==> config.mk <==
export PLATFORM = sky130hd
export DESIGN_NAME = vend_credit_ctrl
export DESIGN_NICKNAME = d
export VERILOG_FILES = /design/src/rtl/vend_credit_ctrl.sv
export SDC_FILE = /design/constraint.sdc
export NUM_CORES = 1
export LEC_CHECK = 0
export CAP_MARGIN = 20
export CORE_MARGIN = 5
export CORE_UTILIZATION = 45
export DETAILED_ROUTE_END_ITERATION = 16
export GPL_TIMING_DRIVEN = 0
export HOLD_SLACK_MARGIN = 0.1
export PLACE_DENSITY = 0.68
export SLEW_MARGIN = 40
export SYNTH_ARGS = -nofsm -noshare
export SYNTH_HDL_FRONTEND = slang
export SYNTH_SLANG_ARGS = --single-unit
==> constraint.sdc <==
create_clock -name clk -period 4.85 [get_ports clk]
set_input_delay 1.2125 -clock clk [delete_from_list [all_inputs] [get_ports clk]]
set_output_delay 1.2125 -clock clk [all_outputs]
set_load 0.1 [all_outputs]
==> src/rtl/vend_credit_ctrl.sv <==
// vend_credit_ctrl: ticket credit accumulation, dispense strobe and coin-by-coin change payout.
// Optional inactivity timeout in COLLECT is enabled by defining VEND_TIMEOUT_EN.
module vend_credit_ctrl #(
  parameter int CREDIT_MAX = 99
`ifdef VEND_TIMEOUT_EN
  , parameter int TIMEOUT_CYC = 1000
`endif
) (
  input  logic       clk,
  input  logic       rst,
  input  logic       sel_valid,
  input  logic [7:0] sel_price,
  input  logic       coin_valid,
  input  logic [7:0] coin_val,
  input  logic       cancel,
  output logic       coin_en,
  output logic [7:0] credit,
  output logic       reject,
  output logic       dispense,
  output logic       chg_valid,
  output logic [3:0] chg_coin,
  input  logic       chg_ack,
  output logic       busy
`ifdef VEND_TIMEOUT_EN
  , output logic     timeout
`endif
);
  typedef enum logic [1:0] {IDLE, COLLECT, VEND, CHANGE} state_t;
  state_t state;
  logic [7:0] price, den, new_credit;
  logic [8:0] sum;
  logic legal, acc, quit, tmo_hit;
`ifdef VEND_TIMEOUT_EN
  localparam int CW = $clog2(TIMEOUT_CYC);
  logic [CW-1:0] cnt;
  assign tmo_hit = cnt == CW'(TIMEOUT_CYC - 1) && !acc;
`else
  assign tmo_hit = 1'b0;
`endif
  assign legal = coin_val == 8'd1 || coin_val == 8'd2 || coin_val == 8'd5 || coin_val == 8'd10;
  assign sum = {1'b0, credit} + {1'b0, coin_val};
  assign acc = coin_valid && legal && sum <= 9'(CREDIT_MAX);
  assign new_credit = acc ? sum[7:0] : credit;
  assign quit = cancel || tmo_hit;
  assign den = credit >= 8'd10 ? 8'd10 : credit >= 8'd5 ? 8'd5 : credit >= 8'd2 ? 8'd2 : credit;
  assign coin_en = state == COLLECT;
  assign busy = state != IDLE;
  assign dispense = state == VEND;
  assign chg_valid = state == CHANGE && credit != 8'd0;
  always_comb begin
    chg_coin = 4'b0000;
    if (chg_valid)
      chg_coin = den == 8'd10 ? 4'b1000 : den == 8'd5 ? 4'b0100 : den == 8'd2 ? 4'b0010 : 4'b0001;
  end
  always_ff @(posedge clk or posedge rst)
    if (rst) begin
      state <= IDLE;
      credit <= 8'd0;
      price <= 8'd0;
      reject <= 1'b0;
`ifdef VEND_TIMEOUT_EN
      timeout <= 1'b0;
      cnt <= '0;
`endif
    end else begin
      reject <= 1'b0;
`ifdef VEND_TIMEOUT_EN
      timeout <= 1'b0;
`endif
      case (state)
        IDLE:
          if (sel_valid && sel_price != 8'd0) begin
            price <= sel_price;
            credit <= 8'd0;
            state <= COLLECT;
`ifdef VEND_TIMEOUT_EN
            cnt <= '0;
`endif
          end
        COLLECT: begin
          reject <= coin_valid && !acc;
          credit <= new_credit;
`ifdef VEND_TIMEOUT_EN
          cnt <= acc ? '0 : cnt + 1'b1;
          timeout <= tmo_hit;
`endif
          // cancel outranks reaching the price; an empty timeout skips the refund
          if (quit) state <= (tmo_hit && !cancel && new_credit == 8'd0) ? IDLE : CHANGE;
          else if (new_credit >= price) state <= VEND;
        end
        VEND: begin
          credit <= credit - price;
          state <= credit != price ? CHANGE : IDLE;
        end
        default:
          if (credit == 8'd0) state <= IDLE;
          else if (chg_ack) begin
            credit <= credit - den;
            if (credit == den) state <= IDLE;
          end
      endcase
    end
endmodule

======== Word level (Yosys, flattened, before mapping) ========
Index checks and enable logic that the tools add are counted.
W data, S select, Z words.
word-level totals
  register bits ........................... 19
  output and inout port bits .............. 17
operators by class
  $add $sub $neg .......................... 3
  magnitude comparators ................... 5
  eq/ne operators ......................... 15
  mux-type cells .......................... 21
  reduce and logical (&&, ||, !) cells .... 20
operators by type and width
  cell                  count
  $mux W8               7
  $pmux W8 S3           1
  $eq A8 B2 Y1 const B  2
  $eq A8 B3 Y1 const B  2
  $eq A8 B4 Y1 const B  2
  $mux W2               8
  $reduce_bool A8 Y1    2
  $sub A8 B8 Y8         2
  $reduce_bool A5 Y1    2
  $add A8 B8 Y9         1
  $le A9 B7 Y1 const B  1
  $eq A8 B1 Y1 const B  1
  $eq A8 B8 Y1          1
  $ge A8 B2 Y1 const B  1
  $ge A8 B3 Y1 const B  1
  $ge A8 B4 Y1 const B  1
  $ge A8 B8 Y1          1
  $logic_not A8 Y1      1
  $mux W4               2
  $ne A8 B8 Y1          1
  $pmux W2 S3           1
  $logic_and A1 B1 Y1   5
  $eq A2 B2 Y1 const B  2
  $ne A4 B3 Y1 const B  1
  other kinds (13)      15

======== Longest topological paths before layout ========
  word-level depth ........................ 11
  depth in mapped cells ................... 19

======== Least setup slack after synthesis ========
OpenSTA, ideal clock, no wires.
  kind .................................... register to output
  start point ............................. register credit[7]
  end point ............................... output chg_coin[0]
  arrival ................................. 3930 ps
  path slack .............................. -292 ps
  stages on the path, launching flop included .. 5
  path buffers ............................ 1
  cell sequence ........................... dfrtp_1 > buf_6 > or4_1 > or3_1 > nor3_1
between the ends
  word-level cells in the longest chain between the ends .. 9
RTL lines
  item                    RTL line  text
  from (decl)             17        output logic [7:0] credit,
  from (signal assigned)  82        credit <= new_credit;
  from (signal assigned)  92        credit <= credit - price;
  from (signal assigned)  98        credit <= credit - den;
  $ge A8 B2 Y1            45        assign den = credit >= 8'd10 ? 8'd10 : credit >= 8'd5 ? 8'd5 : credit >= 8'd2 ? 8'd2 : credit;
  $mux W8 (3 in series)   45
  $eq A8 B2 Y1            53        chg_coin = den == 8'd10 ? 4'b1000 : den == 8'd5 ? 4'b0100 : den == 8'd2 ? 4'b0010 : 4'b0001;
  $mux W2                 53
  $mux W3                 53
  $mux W4                 53
  $mux W4 *               52        if (chg_valid)
  to (decl)               21        output logic [3:0] chg_coin,
Mark *: on every way between the ends. The rest lies on a longest branch, timed or not.

======== Final worst setup path ========
  start point ............................. input coin_val[1]
  end point ............................... register state[1]
between the ends
  word-level cells in the longest chain between the ends .. 10
RTL lines
  item                                                   RTL line  text
  from (decl)                                            14        input logic [7:0] coin_val,
  branches (longest 6 deep; another with $add A8 B8 Y9)  --
  $mux W8 *                                              43        assign new_credit = acc ? sum[7:0] : credit;
  $ge A8 B8 Y1 *                                         89        else if (new_credit >= price) state <= VEND;
  $ne A3 B2 Y1 (no line) *                               --
  $reduce_and A4 Y1 (no line) *                          --
  to (signal assigned)                                   88        if (quit) state <= (tmo_hit && !cancel && new_credit == 8'd0) ? IDLE : CHANGE;
  to (signal assigned)                                   93        state <= credit != price ? CHANGE : IDLE;
  to (decl)                                              29        state_t state;
Every way passes the cells marked *.
A chain may end at the register's enable or synchronous reset.

==> flow_metrics.tcl <==
set metrics [dict create \
    rows 28 \
    slowest_stage "clkdlybuf4s50_1" \
    cp_common_cell "nand2_1" \
    cts.clk_slew.worst_paths_ns 0.07 \
    fin_crit_sh 0.959 \
    fin_worst_skew_ns 0.00239 \
    grt_start_max_net_pins 20 \
    grt_pass1_wl_um 12100 \
    io_pins 39 \
    criticalPathCategory "primary input to register" \
    synth_seq_cells 19 \
    viasPerCell 5.78 \
    drive_above_1_share 0.150 \
    synth-simple-area-share 0.240 \
    path_buf_inv 4 \
    cellLeakagePower_nw 1.45 \
    cts-root-buf "clkbuf_8" \
    area_growth_pct 20.3 \
    overflow 0 \
    wl_per_cell_um 16.0 \
    relSlewSlack 0.530 \
    cp_top_family "compound AO/OA/AOI/OAI gates" \
    worst-path-stages 18 \
    syn_area_sq_um 2670 \
    syn_area_per_cell_sq_um 7.93 \
    async_reset_ff_frac 1.00 \
    yosys_warnings 0 \
    tightest_slew_ns 0.701 \
    start_util 0.457 \
    crit_required_ns 5.00 \
    final_cell_mix "33 x ha_1, 29 x nor2_1, 28 x inv_1" \
    clk_latency_ns 0.26 \
    dp_slack_ns -0.416 \
    slowest_delay_ns 0.53 \
    finalHoldViolations 0 \
    multiInputGateArea_sq_um 2070 \
    synth_ff_type "dfrtp_1" \
    finalWeightedCongestion 0.943 \
    ys_seq_area_frac 0.178 \
    synth_cell_type_count 66 \
    finalWirelength_um 7360 \
    synth_edf_count 0 \
    final_cell_area_sq_um 3210 \
    track_usage 0.199 \
    final_util 0.549 \
    place_hpwl_um 6110 \
    reg2regPathDepth 17 \
    crit_path_max_fanout 9 \
    die_h_um 87.0 \
    syn_inst 337 \
    cellPowerDensity_nw_per_um2 736 \
    period_minus_slack_ns 4.65 \
    ir_worst_vdd_mv 0.485 \
    endpoint_kind "register" \
    io_buffers 38 \
    dpl_cell_area_sq_um 3070 \
    rsz0062_at_grt "no" \
    cp_data_arrival_time_ns 4.80 \
    slew_violations 0 \
    cts_tree "done" \
    htree_num_levels 1 \
    crit_chain "clkdlybuf4s50_1, inv_1, fa_2, nand2b_4, a2111o_1, o211ai_4, o311ai_4, and4_1, buf_6, mux2_2, ha_1, and3_1, a21oi_1, o2111ai_1, nand2_1, buf_4, o21ai_0, nand2_1" \
    grt_antenna_before_repair 0 \
    drv_cap 0 \
    hp-class "register to register" \
    hold_buffers 0 \
    layout_commonest_cell "ha_1" \
    final.fill_count 566 \
    synth_compound_area_frac 0.266 \
    drt-initial-drc-count 151 \
    clock.fmax_mhz 215 \
    synthAdderAreaFrac 0.182 \
    cts-buffers-inserted 3 \
    vias 2666 \
    finalSetupViolCount 0 \
    insertedDiodeCount 0 \
    die_w_um 87.0 \
    cts_buffer_depth 2 \
    grt_pass1_vias 2523 \
    first_pass_iters 4 \
    status "completed" \
    coreArea_sq_um 5850 \
    fin_nets 446 \
    ant_nets 0 \
    start_kind "primary input" \
    min_path_cells 1 \
    drc 0 \
    final.setup.worst_slack_ns 0.197 \
    synth_top_family_by_area "compound AO/OA/AOI/OAI gates" \
    regArea_sq_um 475 \
    dp.cells 452 \
    clock-sinks 19 \
    layout.cells.non_filler 461 \
    synth-xor-area-share 0.0393 \
    synthMuxAreaShare 0.0244 \
    fp.dieArea_sq_um 7580 \
]
==> Yosys cell counts, types with 3 or more instances <==
cell type | count | area, sq um
a211oi_1 | 4 | 30.0
a21o_1 | 3 | 22.5
a21oi_1 | 22 | 110
a221o_1 | 6 | 60.1
and3_1 | 6 | 37.5
buf_6 | 5 | 56.3
clkbuf_1 | 4 | 15.0
dfrtp_1 | 19 | 475
fa_1 | 3 | 60.1
ha_1 | 34 | 425
inv_1 | 29 | 109
mux2_2 | 4 | 45.0
nand2_1 | 26 | 97.6
nand2b_1 | 7 | 43.8
nand3_1 | 6 | 30.0
nand3b_1 | 3 | 22.5
nand4_1 | 3 | 18.8
nor2_1 | 29 | 109
nor2b_1 | 7 | 43.8
nor3_1 | 8 | 40.0
nor3b_1 | 6 | 45.0
nor4_1 | 4 | 25.0
o211ai_1 | 3 | 22.5
o21a_1 | 4 | 30.0
o21ai_0 | 19 | 95.1
o21ai_1 | 10 | 50.1
or3_1 | 3 | 18.8
xnor2_1 | 7 | 61.3
xor2_1 | 5 | 43.8
==> report_power, final <==
group / total (W) / leakage (nW) / switching, W / internal (W)
sequential: 0.000308 / 0.242 / 0.0000846 / 0.000224
combinational: 0.00195 / 1.18 / 0.00122 / 0.000726
clock: 0.000112 / 0.0255 / 0.0000548 / 0.0000572
==> layer usage <==
layer / share of wire / GRT usage
met3: 0.050 / 0.0132
met5: 0 / 0
met1: 0.46 / 0.272
met2: 0.46 / 0.326
met4: 0.023 / 0.0765
==> cells by family after synthesis <==
group	after synthesis
xor gates and xnor gates	12
adders and majority gates	37
buffers and inverters	39
muxes	6
and+or+nand+nor	121
other	1
DFF	19
AOI/OAI and AO/OA	102
==> through the flow <==
stage / hold slack (ns) / power [W] / setup TNS (ns)
2_1_floorplan: 0.514 / 0.00177 / 0
3_3_place_gp: 0.557 / 0.00219 / -0.726
3_5_place_dp: 0.558 / 0.00216 / -0.759
4_1_cts: 0.581 / 0.00232 / 0
5_1_grt: 0.604 / 0.00257 / 0
6_report: 0.584 / 0.00237 / 0
==> repair_timing <==
action	CTS	global route
buffers inserted	2	4
setup endpoints to repair	2	2
gates resized for setup	3	6
pin swaps	3	3
==> cell type report <==
class,instances,share of cell area
plain buffers,9,0.0226
clock buffers,3,0.0129
clock inverters,1,0.00156
inverters,29,0.0339
multi-input cells,281,0.645
flip-flops and latches,19,0.148
well taps,75,0.0292
repair buffers,44,0.107
==> flip-flops by register name (all words and copies together), names as in the netlist <==
signal,count
reject,1
state,2
price,8
credit,8
==> path summary, 6_finish.rpt <==
path	start	to	slack, ns
max	coin_val[1]	state[1]	0.20
min	state[0]	state[0]	0.58
max reg2reg	credit[1]	state[1]	0.85
min reg2reg	state[0]	state[0]	0.58
max in group asynchronous	rst	credit[2]	3.23
min in group asynchronous	rst	price[6]	1.28
Note: power is estimated with default switching activity, not from simulation.
